$ cat src/rtl/mem_arb_pkg.sv
// Shared definitions for the memory port arbiter: response routing tags,
// grant encoding and the log2 helper used to size counters.
package mem_arb_pkg;

   localparam logic TAG_I = 1'b0;
   localparam logic TAG_D = 1'b1;

   typedef enum logic {
      GRANT_I = 1'b0,
      GRANT_D = 1'b1
   } grant_e;

   // Ceiling log2, valid for value >= 1.
   function automatic int log2(input int value);
      int result;
      result = 0;
      for (int i = 0; i < 31; i++) begin
         if ((1 << i) < value) result = i + 1;
      end
      return result;
   endfunction

endpackage

$ cat src/rtl/mem_arb_tag_fifo.sv
// In-order tag FIFO remembering which requester owns each outstanding read.
// Pushes while full and pops while empty are ignored.
module mem_arb_tag_fifo
   import mem_arb_pkg::*;
#(
   parameter int DEPTH = 4,
   localparam int PTR_W = log2(DEPTH),
   localparam int CNT_W = PTR_W + 1
) (
   input  logic             clock,
   input  logic             reset,
   input  logic             push,
   input  logic             push_tag,
   input  logic             pop,
   output logic             head_tag,
   output logic             full,
   output logic             empty,
   output logic [CNT_W-1:0] count
);

   logic [DEPTH-1:0] slot_q, slot_d;
   logic [PTR_W-1:0] wr_ptr_q, wr_ptr_d;
   logic [PTR_W-1:0] rd_ptr_q, rd_ptr_d;
   logic [CNT_W-1:0] count_q, count_d;
   logic             do_push, do_pop;

   assign full     = (count_q == CNT_W'(DEPTH));
   assign empty    = (count_q == '0);
   assign count    = count_q;
   assign head_tag = slot_q[rd_ptr_q];
   assign do_push  = push & ~full;
   assign do_pop   = pop & ~empty;

   // DEPTH is a power of two, so the pointers wrap naturally.
   always_comb begin
      slot_d   = slot_q;
      wr_ptr_d = wr_ptr_q;
      rd_ptr_d = rd_ptr_q;
      if (do_push) begin
         slot_d[wr_ptr_q] = push_tag;
         wr_ptr_d         = wr_ptr_q + 1'b1;
      end
      if (do_pop) rd_ptr_d = rd_ptr_q + 1'b1;
      count_d = count_q + CNT_W'(do_push) - CNT_W'(do_pop);
   end

   always_ff @(posedge clock or negedge reset) begin
      if (!reset) begin
         slot_q   <= '0;
         wr_ptr_q <= '0;
         rd_ptr_q <= '0;
         count_q  <= '0;
      end else begin
         slot_q   <= slot_d;
         wr_ptr_q <= wr_ptr_d;
         rd_ptr_q <= rd_ptr_d;
         count_q  <= count_d;
      end
   end

endmodule

$ cat src/rtl/mem_port_arbiter.sv
// Arbitrates fetch and data ports onto one memory port and routes in-order
// read responses back. Define MEM_ARB_ROUND_ROBIN_EN for round-robin grant.
module mem_port_arbiter
   import mem_arb_pkg::*;
#(
   parameter int CORE            = 0,
   parameter int DATA_WIDTH      = 32,
   parameter int ADDRESS_BITS    = 20,
   parameter int MAX_OUTSTANDING = 4,
   localparam int BE_W  = DATA_WIDTH / 8,
   localparam int CNT_W = log2(MAX_OUTSTANDING) + 1
) (
   input  logic                    clock,
   input  logic                    reset,
   input  logic                    i_req_read,
   input  logic [ADDRESS_BITS-1:0] i_req_address,
   output logic                    i_req_ready,
   output logic                    i_resp_valid,
   output logic [DATA_WIDTH-1:0]   i_resp_data,
   input  logic                    d_req_read,
   input  logic                    d_req_write,
   input  logic [ADDRESS_BITS-1:0] d_req_address,
   input  logic [DATA_WIDTH-1:0]   d_req_data,
   input  logic [BE_W-1:0]         d_req_byte_en,
   output logic                    d_req_ready,
   output logic                    d_resp_valid,
   output logic [DATA_WIDTH-1:0]   d_resp_data,
   output logic                    mem_read,
   output logic                    mem_write,
   output logic [ADDRESS_BITS-1:0] mem_address,
   output logic [DATA_WIDTH-1:0]   mem_data,
   output logic [BE_W-1:0]         mem_byte_en,
   input  logic                    mem_ready,
   input  logic                    mem_resp_valid,
   input  logic [DATA_WIDTH-1:0]   mem_resp_data,
   output logic                    i_mem_hazard,
   output logic                    d_mem_issue_hazard,
   output logic                    d_mem_recv_hazard,
   output logic                    protocol_error,
   input  logic                    scan
);

   logic                  tag_head, tag_full, tag_empty;
   logic [CNT_W-1:0]      tag_count;
   logic                  grant_d, grant_i, gnt_read, gnt_write, slot_ok;
   logic                  push, push_tag, pop;
   logic                  i_resp_valid_q, i_resp_valid_d;
   logic                  d_resp_valid_q, d_resp_valid_d;
   logic [DATA_WIDTH-1:0] i_resp_data_q, i_resp_data_d;
   logic [DATA_WIDTH-1:0] d_resp_data_q, d_resp_data_d;
   logic [CNT_W-1:0]      d_cnt_q, d_cnt_d;
   logic                  protocol_error_q, protocol_error_d;
`ifdef MEM_ARB_ROUND_ROBIN_EN
   grant_e                prio_q, prio_d;
`endif

   mem_arb_tag_fifo #(.DEPTH(MAX_OUTSTANDING)) u_tag_fifo (
      .clock    (clock),
      .reset    (reset),
      .push     (push),
      .push_tag (push_tag),
      .pop      (pop),
      .head_tag (tag_head),
      .full     (tag_full),
      .empty    (tag_empty),
      .count    (tag_count)
   );

   // A pop in the same cycle does not free a slot, so only the registered count matters.
   assign slot_ok = (tag_count < CNT_W'(MAX_OUTSTANDING));

   always_comb begin
`ifdef MEM_ARB_ROUND_ROBIN_EN
      grant_d = (d_req_read | d_req_write) & (~i_req_read | (prio_q == GRANT_D));
`else
      grant_d = d_req_read | d_req_write;
`endif
      grant_i   = ~grant_d & i_req_read;
      gnt_write = grant_d & d_req_write;
      gnt_read  = grant_d ? (d_req_read & ~d_req_write) : grant_i;

      d_req_ready = grant_d & mem_ready & (gnt_write | slot_ok);
      i_req_ready = grant_i & mem_ready & slot_ok;

      mem_read    = reset & gnt_read & slot_ok;
      mem_write   = reset & gnt_write;
      mem_address = grant_d ? d_req_address : i_req_address;
      mem_data    = d_req_data;
      mem_byte_en = gnt_write ? d_req_byte_en : {BE_W{1'b1}};

      push     = mem_ready & gnt_read & slot_ok;
      push_tag = grant_d ? TAG_D : TAG_I;
      pop      = mem_resp_valid & ~tag_empty;
`ifdef MEM_ARB_ROUND_ROBIN_EN
      prio_d = prio_q;
      if (i_req_ready | d_req_ready) prio_d = grant_d ? GRANT_I : GRANT_D;
`endif
   end

   // Response routing, outstanding data-read tracking and sticky error.
   always_comb begin
      i_resp_valid_d   = pop & (tag_head == TAG_I);
      d_resp_valid_d   = pop & (tag_head == TAG_D);
      i_resp_data_d    = i_resp_valid_d ? mem_resp_data : i_resp_data_q;
      d_resp_data_d    = d_resp_valid_d ? mem_resp_data : d_resp_data_q;
      d_cnt_d          = d_cnt_q + CNT_W'(push & grant_d) - CNT_W'(d_resp_valid_q);
      protocol_error_d = protocol_error_q
                       | (d_req_read & d_req_write)
                       | (mem_resp_valid & tag_empty);
   end

   always_ff @(posedge clock or negedge reset) begin
      if (!reset) begin
         i_resp_valid_q   <= 1'b0;
         d_resp_valid_q   <= 1'b0;
         i_resp_data_q    <= '0;
         d_resp_data_q    <= '0;
         d_cnt_q          <= '0;
         protocol_error_q <= 1'b0;
`ifdef MEM_ARB_ROUND_ROBIN_EN
         prio_q           <= GRANT_D;
`endif
      end else begin
         i_resp_valid_q   <= i_resp_valid_d;
         d_resp_valid_q   <= d_resp_valid_d;
         i_resp_data_q    <= i_resp_data_d;
         d_resp_data_q    <= d_resp_data_d;
         d_cnt_q          <= d_cnt_d;
         protocol_error_q <= protocol_error_d;
`ifdef MEM_ARB_ROUND_ROBIN_EN
         prio_q           <= prio_d;
`endif
      end
   end

   assign i_resp_valid       = i_resp_valid_q;
   assign i_resp_data        = i_resp_data_q;
   assign d_resp_valid       = d_resp_valid_q;
   assign d_resp_data        = d_resp_data_q;
   assign protocol_error     = protocol_error_q;
   assign d_mem_recv_hazard  = (d_cnt_q != '0);
   assign i_mem_hazard       = i_req_read & ~i_req_ready;
   assign d_mem_issue_hazard = (d_req_read | d_req_write) & ~d_req_ready;

endmodule

$ cat config.mk
export PLATFORM = sky130hd
export DESIGN_NAME = mem_port_arbiter
export DESIGN_NICKNAME = d
export VERILOG_FILES = /design/src/rtl/mem_arb_pkg.sv /design/src/rtl/mem_arb_tag_fifo.sv /design/src/rtl/mem_port_arbiter.sv
export SDC_FILE = /design/constraint.sdc
export NUM_CORES = 1
export LEC_CHECK = 0
export CAP_MARGIN = 10
export CORE_MARGIN = 3
export CORE_UTILIZATION = 40
export CTS_BUF_LIST = sky130_fd_sc_hd__clkbuf_8
export DETAILED_ROUTE_END_ITERATION = 8
export PLACE_DENSITY = 0.93
export RECOVER_POWER = 100
export SYNTH_ARGS = -nofsm -noshare
export SYNTH_HDL_FRONTEND = slang
export SYNTH_SLANG_ARGS = --single-unit
$ cat constraint.sdc
create_clock -name clock -period 5.1 [get_ports clock]
set_input_delay 0.765 -clock clock [delete_from_list [all_inputs] [get_ports clock]]
set_output_delay 0.765 -clock clock [all_outputs]
set_load 0.005 [all_outputs]
==> results.yml, run 1 <==
status:
  status: "finished, violations left"
  violations: "capacitance limit, slew limit"
power:
  power.leakage_nw: 2.35
  p_total_mw: 2.96
  peakVddDrop_mv: 0.260
  pwr_density_cell_mw_per_mm2: 528
final_layout:
  finish.utilization_pct: 62.4
  multiInputGateArea_mm2: 0.00138
  nets: 547
  final_cell_mix: "dlygate4sd3_1 (95), clkdlybuf4s50_1 (84), dfrtp_1 (81), mux2_2 (74), inv_1 (12)"
  nFillCells: 707
  n_antenna_cell: 0
  final_area_mm2: 0.00560
  area.growth.synth_to_final_pct: 47.2
  final_common_cell: "dlygate4sd3_1"
  drive_gt1_share_pct: 21.6
  seq_area_mm2: 0.00203
  final_cells: 552
flow_run:
  drv_cap: 3
floorplanning:
  die_area_mm2: 0.0107
  fp.dieH_um: 104
  core_region_area_mm2: 0.00898
  row_count: 34
  die_w_um: 104
  start_util_pct: 42.4
  ios: 246
synthesis:
  synth_cells: 271
  ys_seq_area_share_pct: 53.3
  ys_ff_latch: 81
  synth_ff_type: "dfrtp_1"
  syn_area_mm2: 0.00380
  synth_edf_count: 0
  syn-mean-instance-area_um2: 14.0
  ys_types: 33
  synth_warnings: 0
  async_reset_ff_share_pct: 100
  syn-num-nets: 397
setup_path:
  worst_setup_path_end_kind: "output pin"
  cp.required_ps: 4340
  crit_slowest_cell: "nor2_2"
  crit_top_cell: "dlygate4sd3_1"
  crit_family: "buffers and inverters"
  cp-start-kind: "primary input"
  worst-setup-path-type: "primary input to output pin"
  crit_chain: "dlygate4sd3_1, nor2_2, mux2_2, dlygate4sd3_1"
  critPathBufInv: 2
  critical_path_peak_fanout: 23
  cpPeakStageDelay_ps: 820
  cp.arrival_ps: 3320
drt:
  drt_iter0_markers: 56
  antenna_left: 0
  vias: 2661
  first_pass_iters: 4
  wl_per_cell_um: 17.5
  wl_um: 9680
  via_per_inst: 4.82
  drcViolationCount: 0
cts:
  clock_latency_ps: 340
  h-tree-depth: 3
  cts_resized: 0
  cts_setup_buffers: 0
  cts_hold_buffers: 0
  clock_sinks: 81
  clk_pin_slew_ps: 70
  clockBufferDepth: 2
  tritoncts: "built"
  cts_buffers: 9
  clockRootBuffer: "clkbuf_8"
grt:
  grt_pass1_wl_um: 15400
  grt.total_usage_pct: 18.2
  grt_antenna_before_repair: 0
  grt_max_degree: 81
  grt_pass1_vias: 2928
  grt-ovfl-total: 0
placed_design:
  io_buffers: 180
  placed_cells: 536
  dp_hpwl_um: 7610
  placed_area_mm2: 0.00545
  place_ws_ps: 1130
  gp_congestion: 0.781
sta:
  final_hold_viol_count: 0
  max_freq_mhz: 245
  final_min_period_over_clock_period_pct: 80.1
  fin_crit_ps: 4080
  rsz0062_at_grt: "no"
  setup-violations-final: 0
  holdWs_ps: 248
  finalMaxSlewViolations: 115
  fin_skew_ps: 8.49
  relSlewSlack_pct: -89.4
  fin_setup_tns_ps: 0
  worst_pin_slew_ps: 2830
  setup_ws_ps: 1020
hold_path:
  hold_path_class: "primary input to async pin"
metal layers:
layer	routed length [um]	global-route usage, %
met1	3240	18.4
met2	5450	34.5
met3	725	5.60
met4	271	7.88
met5	0	0
cell usage after synthesis, types with 2 or more instances:
cell | n | area share (%)
xnor2_1 | 6 | 1.4
mux2_1 | 4 | 1.2
mux2_2 | 80 | 24
buf_2 | 3 | 0.39
dfrtp_1 | 81 | 53
ha_1 | 8 | 2.6
clkbuf_1 | 2 | 0.20
nor2b_1 | 2 | 0.33
a31oi_1 | 8 | 1.3
fa_1 | 2 | 1.1
buf_4 | 32 | 6.3
and2_1 | 2 | 0.33
buf_6 | 6 | 1.8
nand2b_1 | 5 | 0.82
inv_1 | 11 | 1.1
o21ai_0 | 2 | 0.26
where the power goes:
part | switching (mW) | internal [mW] | total [mW]
clock network | 0.220 | 0.222 | 0.442
logic | 0.497 | 0.873 | 1.37
registers | 0.170 | 0.977 | 1.15
worst register-to-register path, delay by kind of cell, from the launching register on:
family	cells	cell delay, ps
DFF	1	410
muxes	2	1050
and+or+nand+nor	1	2060
final cells by class:
| class | instances | share of cell area, % |
|---|---|---|
| clock buffer | 9 | 2.21 |
| clock inverter | 7 | 1.12 |
| inverter | 11 | 0.737 |
| multi-input combinational | 136 | 24.7 |
| sequential | 81 | 36.2 |
| tap | 126 | 2.82 |
| timing repair buffer | 182 | 32.2 |
cells by family (layout without fill, tap and decap cells):
| logic type | count (synthesis) | after routing | synth area share, % |
|---|---|---|---|
| buf+inv | 54 | 209 | 9.77 |
| flops | 81 | 81 | 53.3 |
| compound gates | 16 | 16 | 3.19 |
| mux | 85 | 85 | 25.5 |
| fa+ha+maj | 10 | 10 | 3.68 |
| xor+xnor | 7 | 7 | 1.61 |
| simple gates | 18 | 18 | 3.03 |
worst paths after layout:
check                                  startpoint                  end  slack (ps)  cells past startpoint
min in group clock                 protocol_error       protocol_error         480                      1
max in group asynchronous                   reset      d_resp_data[12]        2750                      2
max                                   d_req_write       mem_address[7]        1020                      4
max reg2reg                u_tag_fifo.rd_ptr_q[0]       i_resp_data[2]        1470                      3
min                                         reset  u_tag_fifo.count[2]         250                      1
min reg2reg                        protocol_error       protocol_error         480                      1
state kept, by name, indices dropped and copies added (netlist names):
name / count
d_resp_valid: 1
i_resp_valid: 1
d_cnt_q: 3
i_resp_data: 32
d_resp_data: 32
u_tag_fifo.wr_ptr_q: 2
u_tag_fifo.count: 3
protocol_error: 1
u_tag_fifo.slot_q: 4
u_tag_fifo.rd_ptr_q: 2
(Power assumes the default switching activity.)
==> run 2: changes to the inputs <==
CORE_UTILIZATION = 34   (was 40)
PLACE_DENSITY = 0.84   (was 0.93)
clock period = 3.4 ns   (was 5.1 ns; I/O delays follow)
==> run 2 against run 1 <==
  * The flow now finishes without violations
  * Combinational power is 50% higher
  * Routed wire length is 1.9% lower
  * Hold slack better by 230 ps
  * Cell count is 3.3% higher
  * Sequential share of layout area is 0.57 points lower
  * Critical path depth is 1 higher
  * Total power is 52% higher
  * Global-route usage is 3.1 points lower
  * Clock-buffer cell count is 2 higher
  * Worst setup slack worse by 740 ps
  * Utilization is 8.7 points lower
  * Register-to-register slack worse by 920 ps
  * Critical endpoint is now mem_address[4]
  * Largest power group unchanged
  * Highest routed layer unchanged
==> results.yml, run 2 (synthesized netlist as in run 1, its figures left out) <==
status:
  status: "finished clean"
placed_design:
  place_ws_ps: 460
  io_buffers: 180
  dp_hpwl_um: 7610
  gp_congestion: 0.772
  placed_area_mm2: 0.00552
  placed_cells: 553
sta:
  finalMaxSlewViolations: 0
  fin_crit_ps: 3130
  fin_setup_tns_ps: 0
  final_min_period_over_clock_period_pct: 92.0
  fin_skew_ps: 7.01
  worst_pin_slew_ps: 984
  relSlewSlack_pct: 34.4
  holdWs_ps: 481
  setup_ws_ps: 273
  setup-violations-final: 0
  rsz0062_at_grt: "no"
  final_hold_viol_count: 0
  max_freq_mhz: 320
cts:
  clock_latency_ps: 340
  clockRootBuffer: "clkbuf_8"
  clock_sinks: 81
  clk_pin_slew_ps: 70
  h-tree-depth: 3
  cts_buffers: 9
  tritoncts: "built"
  clockBufferDepth: 2
  cts_setup_buffers: 0
power:
  pwr_density_cell_mw_per_mm2: 789
  pwr-share-comb_pct: 46.0
  p_total_mw: 4.49
  sw_frac_of_total_pct: 29.8
  p_sw_mw: 1.34
  clockPowerShare_pct: 15.7
  p_seq_share_pct: 38.3
  internal_power_mw: 3.15
  peakVddDrop_mv: 0.343
  power.leakage_nw: 2.38
setup_path:
  reg2reg_slack_ps: 550
  rr_endpoint: "d_resp_data[18]"
  r2r-start: "u_tag_fifo.count[2]"
  crit_top_cell: "dlygate4sd3_1"
  crit_chain: "dlygate4sd3_1, nor2_2, buf_4, mux2_2, dlygate4sd3_1"
  cpPeakStageDelay_ps: 630
  critPathBufInv: 3
  cp-start-kind: "primary input"
  critical_path_peak_fanout: 23
  cp.arrival_ps: 2620
  worst-setup-path-type: "primary input to output pin"
  ff2ff_path_depth: 5
  worst_setup_path_end_kind: "output pin"
  crit_family: "buffers and inverters"
  crit_slowest_cell: "dlygate4sd3_1"
  cp.required_ps: 2890
floorplanning:
  core_region_area_mm2: 0.0106
  start_util_pct: 35.9
  die_w_um: 112
  ios: 246
  row_count: 37
  die_area_mm2: 0.0125
  fp.dieH_um: 112
hold_path:
  hold_path_depth: 1
  hold_end: "i_resp_data[0]"
  hold_path_class: "flip-flop to flip-flop"
  worstHoldStart: "i_resp_data[0]"
final_layout:
  final_cell_mix: "dlygate4sd3_1 (93), clkdlybuf4s50_1 (87), dfrtp_1 (81), mux2_2 (80), inv_1 (12)"
  drive_gt1_share_pct: 23.7
  final_cells: 570
  final_common_cell: "dlygate4sd3_1"
  n_antenna_cell: 0
  area.growth.synth_to_final_pct: 49.5
  finish.utilization_pct: 53.7
  nets: 555
  final_area_mm2: 0.00569
grt:
  grt.total_usage_pct: 15.1
  grt_pass1_wl_um: 15100
  grt_max_degree: 41
  grt_antenna_before_repair: 0
  grt-ovfl-total: 0
  grt_pass1_vias: 2962
drt:
  first_pass_iters: 4
  wl_per_cell_um: 16.7
  drcViolationCount: 0
  vias: 2687
  antenna_left: 0
  drt_iter0_markers: 77
  wl_um: 9500
  via_per_inst: 4.71
flow_run:
  drv_cap: 0
[run 2: worst max path at each step]
stage,startpoint,endpoint,slack [ps],cells past startpoint
global route,d_req_read,mem_address[12],190,5
floorplan,mem_ready,d_cnt_q[2],960,11
CTS,d_req_read,mem_address[9],450,5
global placement,d_req_read,mem_address[7],490,5
finish,d_req_read,mem_address[4],270,5
detailed placement,d_req_read,mem_address[9],460,5
[run 2: worst reg2reg max path: cells and delay by family (launching register included)]
kind / cells / cell delay, ps
AO/OA/AOI/OAI: 1 / 590
AND/OR/NAND/NOR: 1 / 530
multiplexers: 1 / 400
buffers and inverters: 2 / 740
flip-flops: 1 / 460
[run 2: metal layers]
metal,track usage [%],vias up,share of wire [%]
met5,0,-,0
li1,-,1216,-
met1,15.7,1314,36
met3,4.62,9,8.1
met2,28.7,148,54
met4,5.19,0,1.1
[run 2: cell type report]
type | instances | area [um^2]
fill | 910 | 4910
sequential | 81 | 2030
timing repair buffer | 190 | 1850
multi-input combinational | 136 | 1390
tap | 136 | 170
clock buffer | 11 | 151
clock inverter | 5 | 55.1
inverter | 11 | 41.3
[run 2: what timing repair did]
action | CTS | global route
resized for setup | 0 | 0
endpoints found under the hold margin | 2 | 0
hold buffers | 1 | 0
[run 2: power by group through the flow]
stage                     Clock (mW)  Sequential [mW]  Combinational (mW)
after global routing           0.766             1.79                2.25
after global placement             0             1.73                2.24
after floorplan                    0             1.76                1.11
final                          0.705             1.72                2.06
after detailed placement           0             1.77                2.32
after CTS                      0.731             1.75                2.33
